[config.mk]
export PLATFORM = sky130hd
export DESIGN_NAME = instr_mem_prog_flat
export DESIGN_NICKNAME = d
export VERILOG_FILES = /design/src/rtl/instr_mem_prog_if.sv /design/src/rtl/instr_mem_prog.sv /design/src/flat_wrapper.sv
export SDC_FILE = /design/constraint.sdc
export NUM_CORES = 2
export LEC_CHECK = 0
export ABC_CLOCK_PERIOD_IN_PS = 3800
export CAP_MARGIN = 15
export CELL_PAD_IN_SITES_DETAIL_PLACEMENT = 1
export CELL_PAD_IN_SITES_GLOBAL_PLACEMENT = 2
export CORE_ASPECT_RATIO = 0.8
export CORE_UTILIZATION = 29
export CTS_BUF_LIST = sky130_fd_sc_hd__clkbuf_8 sky130_fd_sc_hd__clkbuf_16
export DETAILED_ROUTE_END_ITERATION = 8
export MAX_ROUTING_LAYER = met4
export PLACE_DENSITY = 0.62
export SLEW_MARGIN = 40
export SYNTH_ARGS = -nofsm -noshare
export SYNTH_HDL_FRONTEND = slang
export SYNTH_SLANG_ARGS = --single-unit
export TNS_END_PERCENT = 100
[constraint.sdc]
create_clock -name clk -period 3.8 [get_ports clk]
set_input_delay 0.38 -clock clk [delete_from_list [all_inputs] [get_ports clk]]
set_output_delay 0.38 -clock clk [all_outputs]
set_load 0.005 [all_outputs]
[src/rtl/instr_mem_prog_if.sv]
// Fetch and program port bundle for the runtime-loadable instruction memory.
// The master drives requests and writes; the slave is the memory itself.
interface instr_mem_prog_if #(
   parameter int unsigned XLEN = 32,
   parameter int unsigned PC_W = 32,
   parameter int unsigned PA_W = 7
);
   logic            fetch_req;
   logic [PC_W-1:0] fetch_addr;
   logic            fetch_stall;
   logic            fetch_ready;
   logic            fetch_valid;
   logic [XLEN-1:0] fetch_instr;
   logic            fetch_fault;
   logic            prog_we;
   logic [PA_W-1:0] prog_addr;
   logic [XLEN-1:0] prog_data;
   logic            prog_busy;
   logic            prog_err;
   logic            init_done;

   modport master (
      output fetch_req, fetch_addr, fetch_stall, prog_we, prog_addr, prog_data,
      input  fetch_ready, fetch_valid, fetch_instr, fetch_fault, prog_busy, prog_err, init_done
   );

   modport slave (
      input  fetch_req, fetch_addr, fetch_stall, prog_we, prog_addr, prog_data,
      output fetch_ready, fetch_valid, fetch_instr, fetch_fault, prog_busy, prog_err, init_done
   );
endinterface

[src/rtl/instr_mem_prog.sv]
// Runtime-loadable instruction memory: boot clear to FILL, word-wise program port,
// registered fetch port with ready/valid/stall and misaligned/out-of-range fault flagging.
module instr_mem_prog #(
   parameter int unsigned     XLEN  = 32,
   parameter int unsigned     DEPTH = 128,
   parameter int unsigned     PC_W  = 32,
   parameter int unsigned     PA_W  = 7,
   parameter logic [XLEN-1:0] FILL  = XLEN'(32'h00000013)
) (
   input logic             clk,
   input logic             rst,
   instr_mem_prog_if.slave bus
);
   localparam int unsigned AW = (DEPTH > 1) ? $clog2(DEPTH) : 1;
   // One extra bit on each bound so DEPTH itself is representable when DEPTH == 2**width.
   localparam logic [PC_W-2:0] DEPTH_PC = (PC_W-1)'(DEPTH);
   localparam logic [PA_W:0]   DEPTH_PA = (PA_W+1)'(DEPTH);
   localparam logic [AW-1:0]   LAST     = AW'(DEPTH - 1);

   typedef enum logic {StClear, StReady} state_e;

   state_e          state_q;
   logic [AW-1:0]   clr_ptr_q;
   logic            valid_q;
   logic [XLEN-1:0] instr_q;
   logic            fault_q;
   logic            err_q;
   logic            done_q;
   logic [XLEN-1:0] mem [DEPTH];

   logic [PC_W-3:0] fetch_word;
   logic            fault_d;
   logic            prog_ok;
   logic            in_ready;
   logic            hold;
   logic            ready;
   logic            accept;
   logic            prog_wr;
   logic            wr_hit;
   logic [XLEN-1:0] rd_data;

   always_comb begin
      fetch_word = bus.fetch_addr[PC_W-1:2];
      fault_d    = (bus.fetch_addr[1:0] != 2'b00) || ({1'b0, fetch_word} >= DEPTH_PC);
      prog_ok    = {1'b0, bus.prog_addr} < DEPTH_PA;
      in_ready   = (state_q == StReady);
      hold       = valid_q && bus.fetch_stall;
      ready      = in_ready && !hold;
      accept     = bus.fetch_req && ready;
      prog_wr    = in_ready && bus.prog_we && prog_ok;
      // Write-first bypass: both indices are in range here, so low-bit equality is exact.
      wr_hit     = prog_wr && (bus.prog_addr[AW-1:0] == fetch_word[AW-1:0]);
      rd_data    = wr_hit ? bus.prog_data : mem[fetch_word[AW-1:0]];
   end

   always_ff @(posedge clk) begin
      if (state_q == StClear) begin
         mem[clr_ptr_q] <= FILL;
      end else if (prog_wr) begin
         mem[bus.prog_addr[AW-1:0]] <= bus.prog_data;
      end
   end

   always_ff @(posedge clk or negedge rst) begin
      if (!rst) begin
         state_q   <= StClear;
         clr_ptr_q <= '0;
         valid_q   <= 1'b0;
         instr_q   <= FILL;
         fault_q   <= 1'b0;
         err_q     <= 1'b0;
         done_q    <= 1'b0;
      end else begin
         err_q <= 1'b0;
         unique case (state_q)
            StClear: begin
               clr_ptr_q <= clr_ptr_q + AW'(1);
               if (clr_ptr_q == LAST) begin
                  state_q <= StReady;
                  done_q  <= 1'b1;
               end
            end
            StReady: begin
               err_q <= bus.prog_we && !prog_ok;
               if (accept) begin
                  valid_q <= 1'b1;
                  fault_q <= fault_d;
                  instr_q <= fault_d ? FILL : rd_data;
               end else if (!hold) begin
                  valid_q <= 1'b0;
               end
            end
         endcase
      end
   end

   assign bus.fetch_ready = ready;
   assign bus.fetch_valid = valid_q;
   assign bus.fetch_instr = instr_q;
   assign bus.fetch_fault = fault_q;
   assign bus.prog_busy   = (state_q == StClear);
   assign bus.prog_err    = err_q;
   assign bus.init_done   = done_q;
endmodule

[src/flat_wrapper.sv]
// flat-port wrapper written by rule: the top's interface ports become plain ports
module instr_mem_prog_flat 
#(
   parameter int unsigned     XLEN  = 32,
   parameter int unsigned     DEPTH = 128,
   parameter int unsigned     PC_W  = 32,
   parameter int unsigned     PA_W  = 7,
   parameter logic [XLEN-1:0] FILL  = XLEN'(32'h00000013)
)
  (clk, rst, bus_fetch_req, bus_fetch_addr, bus_fetch_stall, bus_prog_we, bus_prog_addr, bus_prog_data, bus_fetch_ready, bus_fetch_valid, bus_fetch_instr, bus_fetch_fault, bus_prog_busy, bus_prog_err, bus_init_done);
  instr_mem_prog_if #(.XLEN(XLEN), .PC_W(PC_W), .PA_W(PA_W)) bus_i ();
  input logic clk;
  input logic rst;
  input wire logic [$bits(bus_i.fetch_req)-1:0] bus_fetch_req;
  input wire logic [$bits(bus_i.fetch_addr)-1:0] bus_fetch_addr;
  input wire logic [$bits(bus_i.fetch_stall)-1:0] bus_fetch_stall;
  input wire logic [$bits(bus_i.prog_we)-1:0] bus_prog_we;
  input wire logic [$bits(bus_i.prog_addr)-1:0] bus_prog_addr;
  input wire logic [$bits(bus_i.prog_data)-1:0] bus_prog_data;
  output wire logic [$bits(bus_i.fetch_ready)-1:0] bus_fetch_ready;
  output wire logic [$bits(bus_i.fetch_valid)-1:0] bus_fetch_valid;
  output wire logic [$bits(bus_i.fetch_instr)-1:0] bus_fetch_instr;
  output wire logic [$bits(bus_i.fetch_fault)-1:0] bus_fetch_fault;
  output wire logic [$bits(bus_i.prog_busy)-1:0] bus_prog_busy;
  output wire logic [$bits(bus_i.prog_err)-1:0] bus_prog_err;
  output wire logic [$bits(bus_i.init_done)-1:0] bus_init_done;
  assign bus_i.fetch_req = bus_fetch_req;
  assign bus_i.fetch_addr = bus_fetch_addr;
  assign bus_i.fetch_stall = bus_fetch_stall;
  assign bus_i.prog_we = bus_prog_we;
  assign bus_i.prog_addr = bus_prog_addr;
  assign bus_i.prog_data = bus_prog_data;
  assign bus_fetch_ready = bus_i.fetch_ready;
  assign bus_fetch_valid = bus_i.fetch_valid;
  assign bus_fetch_instr = bus_i.fetch_instr;
  assign bus_fetch_fault = bus_i.fetch_fault;
  assign bus_prog_busy = bus_i.prog_busy;
  assign bus_prog_err = bus_i.prog_err;
  assign bus_init_done = bus_i.init_done;
  instr_mem_prog #(.XLEN(XLEN), .DEPTH(DEPTH), .PC_W(PC_W), .PA_W(PA_W), .FILL(FILL)) u_core (.clk(clk), .rst(rst), .bus(bus_i));
endmodule
==> out/summary.txt <==
Power Total - 92,600 µW
crit share post-route - 93.5%
PostCTS Resize Cnt - 0
Final Util - 34.6%
clock network fraction of total power - 43.0%
endpoints failing setup - 0
Detailed Routing Iterations Pass 1 - 5
FILL cells - 54,900
share of the synthesized area in the top cell type - 75.9%
MaxCap Viol Count - 0
CTS Buf Count - 399
worst r2r src - u_core.mem[87][25]
complex-gate fraction of the synthesized area - 4.66%
CTS sink cnt - 4,139
htree depth - 5
DRC Markers - 0
type of origin of the critical path - flop
WP data required - 4.71 ns
Syn Nets - 7,890
crit-path max FO - 2
per-cell routed wire length - 34.1 µm
Max clock buf depth - 4
hold worst-path end - u_core.bus.fetch_instr[12]
DR vias - 88,600
nets - 8,730
ys async rst share - 1.04%
Routed WL - 560 mm
WS Path Type - flop to flop
most frequent cell after synthesis - edfxtp_1
CORE AREA - 557,000 µm²
Final WS setup - 0.245 ns
worst setup path start - u_core.mem[87][25]
Syn Area/Cell - 20.7 µm²
multiplexer share of the synthesized area - 14.5%
std cell rows - 245
Hold Slack - 0.292 ns
CP Capture Type - flop
HP Class - input pin to flop
CTS root buf - clkbuf_16
YS warnings - 0
Worst Path Arrival - 4.46 ns
Adder-Cell Fraction of Synth Area - 0.00772%
RSZ-0062 raised after global routing - no
Hold Path Depth - 3
sequential share of the synthesized area - 76.6%
internal power - 72,500 µW
1st-iter DRT viols - 12,200
Slew @ Worst Pin - 1.02 ns
Post-Syn Instances - 7,813
Post-Synth Simple-Gate Area - 1.87%
post-route ant nets - 0
fmax - 0.281 GHz
port buffer count - 112
die extent in y - 671 µm
Switching Share - 21.7%
Final GP Congestion - 0.850
Pwr per Cell Area - 481 nW/µm²
initial antenna violation count - 41
status - finished clean
Synth Register Bits - 4,139
Post-synth EDFFs - 4,096
Final Hold Vio Count - 0
number of library cell types mapped by synthesis - 80
depth of the worst register-to-register path - 8
Final Max Slew Viols - 0
VDD IR max - 0.417 mV
DR vias/cell - 5.41
top cells by area, synth - edfxtp_1 (76%), mux4_2 (8.1%), mux2i_1 (4.8%)
Die W - 838 µm
area leader, netlist - edfxtp_1
grt ovf - 0
r2r setup slk - 0.25 ns
Sequential Power Share - 53.3%
hold path startpoint - bus_prog_data[12]
post-DP HPWL - 343 mm
largest net degree at the start of global routing - 129
ratio of cells with drive above 1 in the final layout - 24.9%
dpl ws - -0.502 ns
Pleak - 0.0530 µW
Post-CTS Setup Bufs - 0
clk_lat worst skew - 0.98 ns
Clock transition at path regs - 0.07 ns
io pins - 114
starting density of the core - 29.1%
global-route wire length before repair - 760 mm
Commonest cells post-synth - edfxtp_1 (4,096), mux2i_1 (772), mux4_2 (585)
vias in the first global route - 88,500
gr usage total - 19.8%
Final Skew - 0.0619 ns
XOR/XNOR share of the synthesized area - 0.0703%
combinational power share - 3.7%
Die ar. - 562,000 µm²
TritonCTS clock tree - built
switching pwr - 20,100 µW
Post-synth top flop - edfxtp_1
Critical R2R Capture - u_core.bus.fetch_instr[25]
area grow syn2layout - 18.8%
Period minus WS final - 3.55 ns
area of the mapped netlist - 162,000 µm²
largest family of logic cells by synthesized area - multiplexers
Slew headroom - 31.6%
layout by cell type (no fill, tap or decap), types with 29 or more instances in the layout:
cell and count:
clkbuf_16 406, edfxtp_1 4096, inv_1 76, nand2b_1 30, clkdlybuf4s50_1 105, buf_12 296
a22oi_1 76, nor3_1 93, o22ai_1 57, clkinv_2 75, nor2_4 130, nor2_1 127
clkinv_1 84, dfrtp_1 40, nand2_1 125, buf_4 506, a221o_1 96, mux4_1 78
and3_4 29, a21oi_1 114, mux2_2 48, mux4_2 585, a221oi_1 222, bufinv_16 35
nand3_1 48, a211oi_1 38, o21ai_0 210, mux2i_1 772
per-layer routing:
metal / vias up / wire (µm) / global-route usage (%) / part of all wire [%]
met1: 49200 / 253000 / 29.1 / 45
met3: 662 / 47600 / 3.58 / 8.5
li1: 34700 / - / - / -
met2: 4148 / 245000 / 28.7 / 44
met5: - / 0 / - / 0
met4: 0 / 13900 / 4.42 / 2.5
flip-flops by register name, indices dropped and copies added (netlist names):
name                    cells
u_core.bus.init_done        1
u_core.bus.fetch_valid      1
u_core.bus.fetch_instr     32
u_core.bus.fetch_fault      1
u_core.mem               4096
u_core.clr_ptr_q            7
u_core.in_ready             1
kinds of logic after synthesis:
group | count (synthesis)
AOI/OAI and AO/OA | 1026
xor gates and xnor gates | 13
adders and majority gates | 1
buffers and inverters | 485
DFF | 4139
muxes | 1483
other | 1
and+or+nand+nor | 665
how the worst max path moves through the flow:
stage	end	slack, ns	cells after the start
2_1_floorplan	u_core.mem[36][0]	0.15	8
3_3_place_gp	u_core.bus.fetch_instr[25]	-0.54	11
3_5_place_dp	u_core.bus.fetch_instr[25]	-0.50	11
4_1_cts	u_core.bus.fetch_instr[25]	0.30	8
5_1_grt	u_core.bus.fetch_instr[25]	0.22	8
6_report	u_core.bus.fetch_instr[25]	0.25	8
cell type report:
class,count,area (µm²),share of cell area [%]
sequential,4139,124000,64.4
multi-input combinational,3189,35500,18.4
timing repair buffer,917,10900,5.67
clock buffer,414,10300,5.33
tap,7410,9270,4.82
clock inverter,306,2460,1.28
inverter,7,41.3,0.0214
antenna,12,30.0,0.0156
power groups by stage:
| stage | Clock, µW | Sequential (µW) | Combinational (µW) |
|---|---|---|---|
| 2_1_floorplan | 0 | 50300 | 1770 |
| 3_3_place_gp | 0 | 50300 | 3390 |
| 3_5_place_dp | 0 | 50300 | 3410 |
| 4_1_cts | 40400 | 49400 | 3430 |
| 5_1_grt | 41900 | 49300 | 3530 |
| 6_report | 39800 | 49400 | 3450 |
worst max-delay path, stage by stage (launching register included):
cell and delay [ns]:
edfxtp_1 0.32, mux2i_1 0.06, a221oi_1 0.60, o21ai_0 0.36, a21oi_1 0.81, buf_4 0.28
nand3_1 0.19, a21oi_1 0.64, a22o_1 0.22
timing repair:
item | 4_1_cts | 5_1_grt
hold buffers | 5 | 0
setup endpoints to repair | 0 | 0
hold endpoints to repair | 44 | 0
per-stage QoR:
stage,std cells,setup TNS (ns),area (µm²)
final,16400,0,193000
after global routing,16400,0,193000
after CTS,16400,0,192000
after detailed placement,15700,-1.28,180000
after global placement,15700,-2.26,180000
after floorplan,7813,0,162000
(Power assumes the default switching activity.)
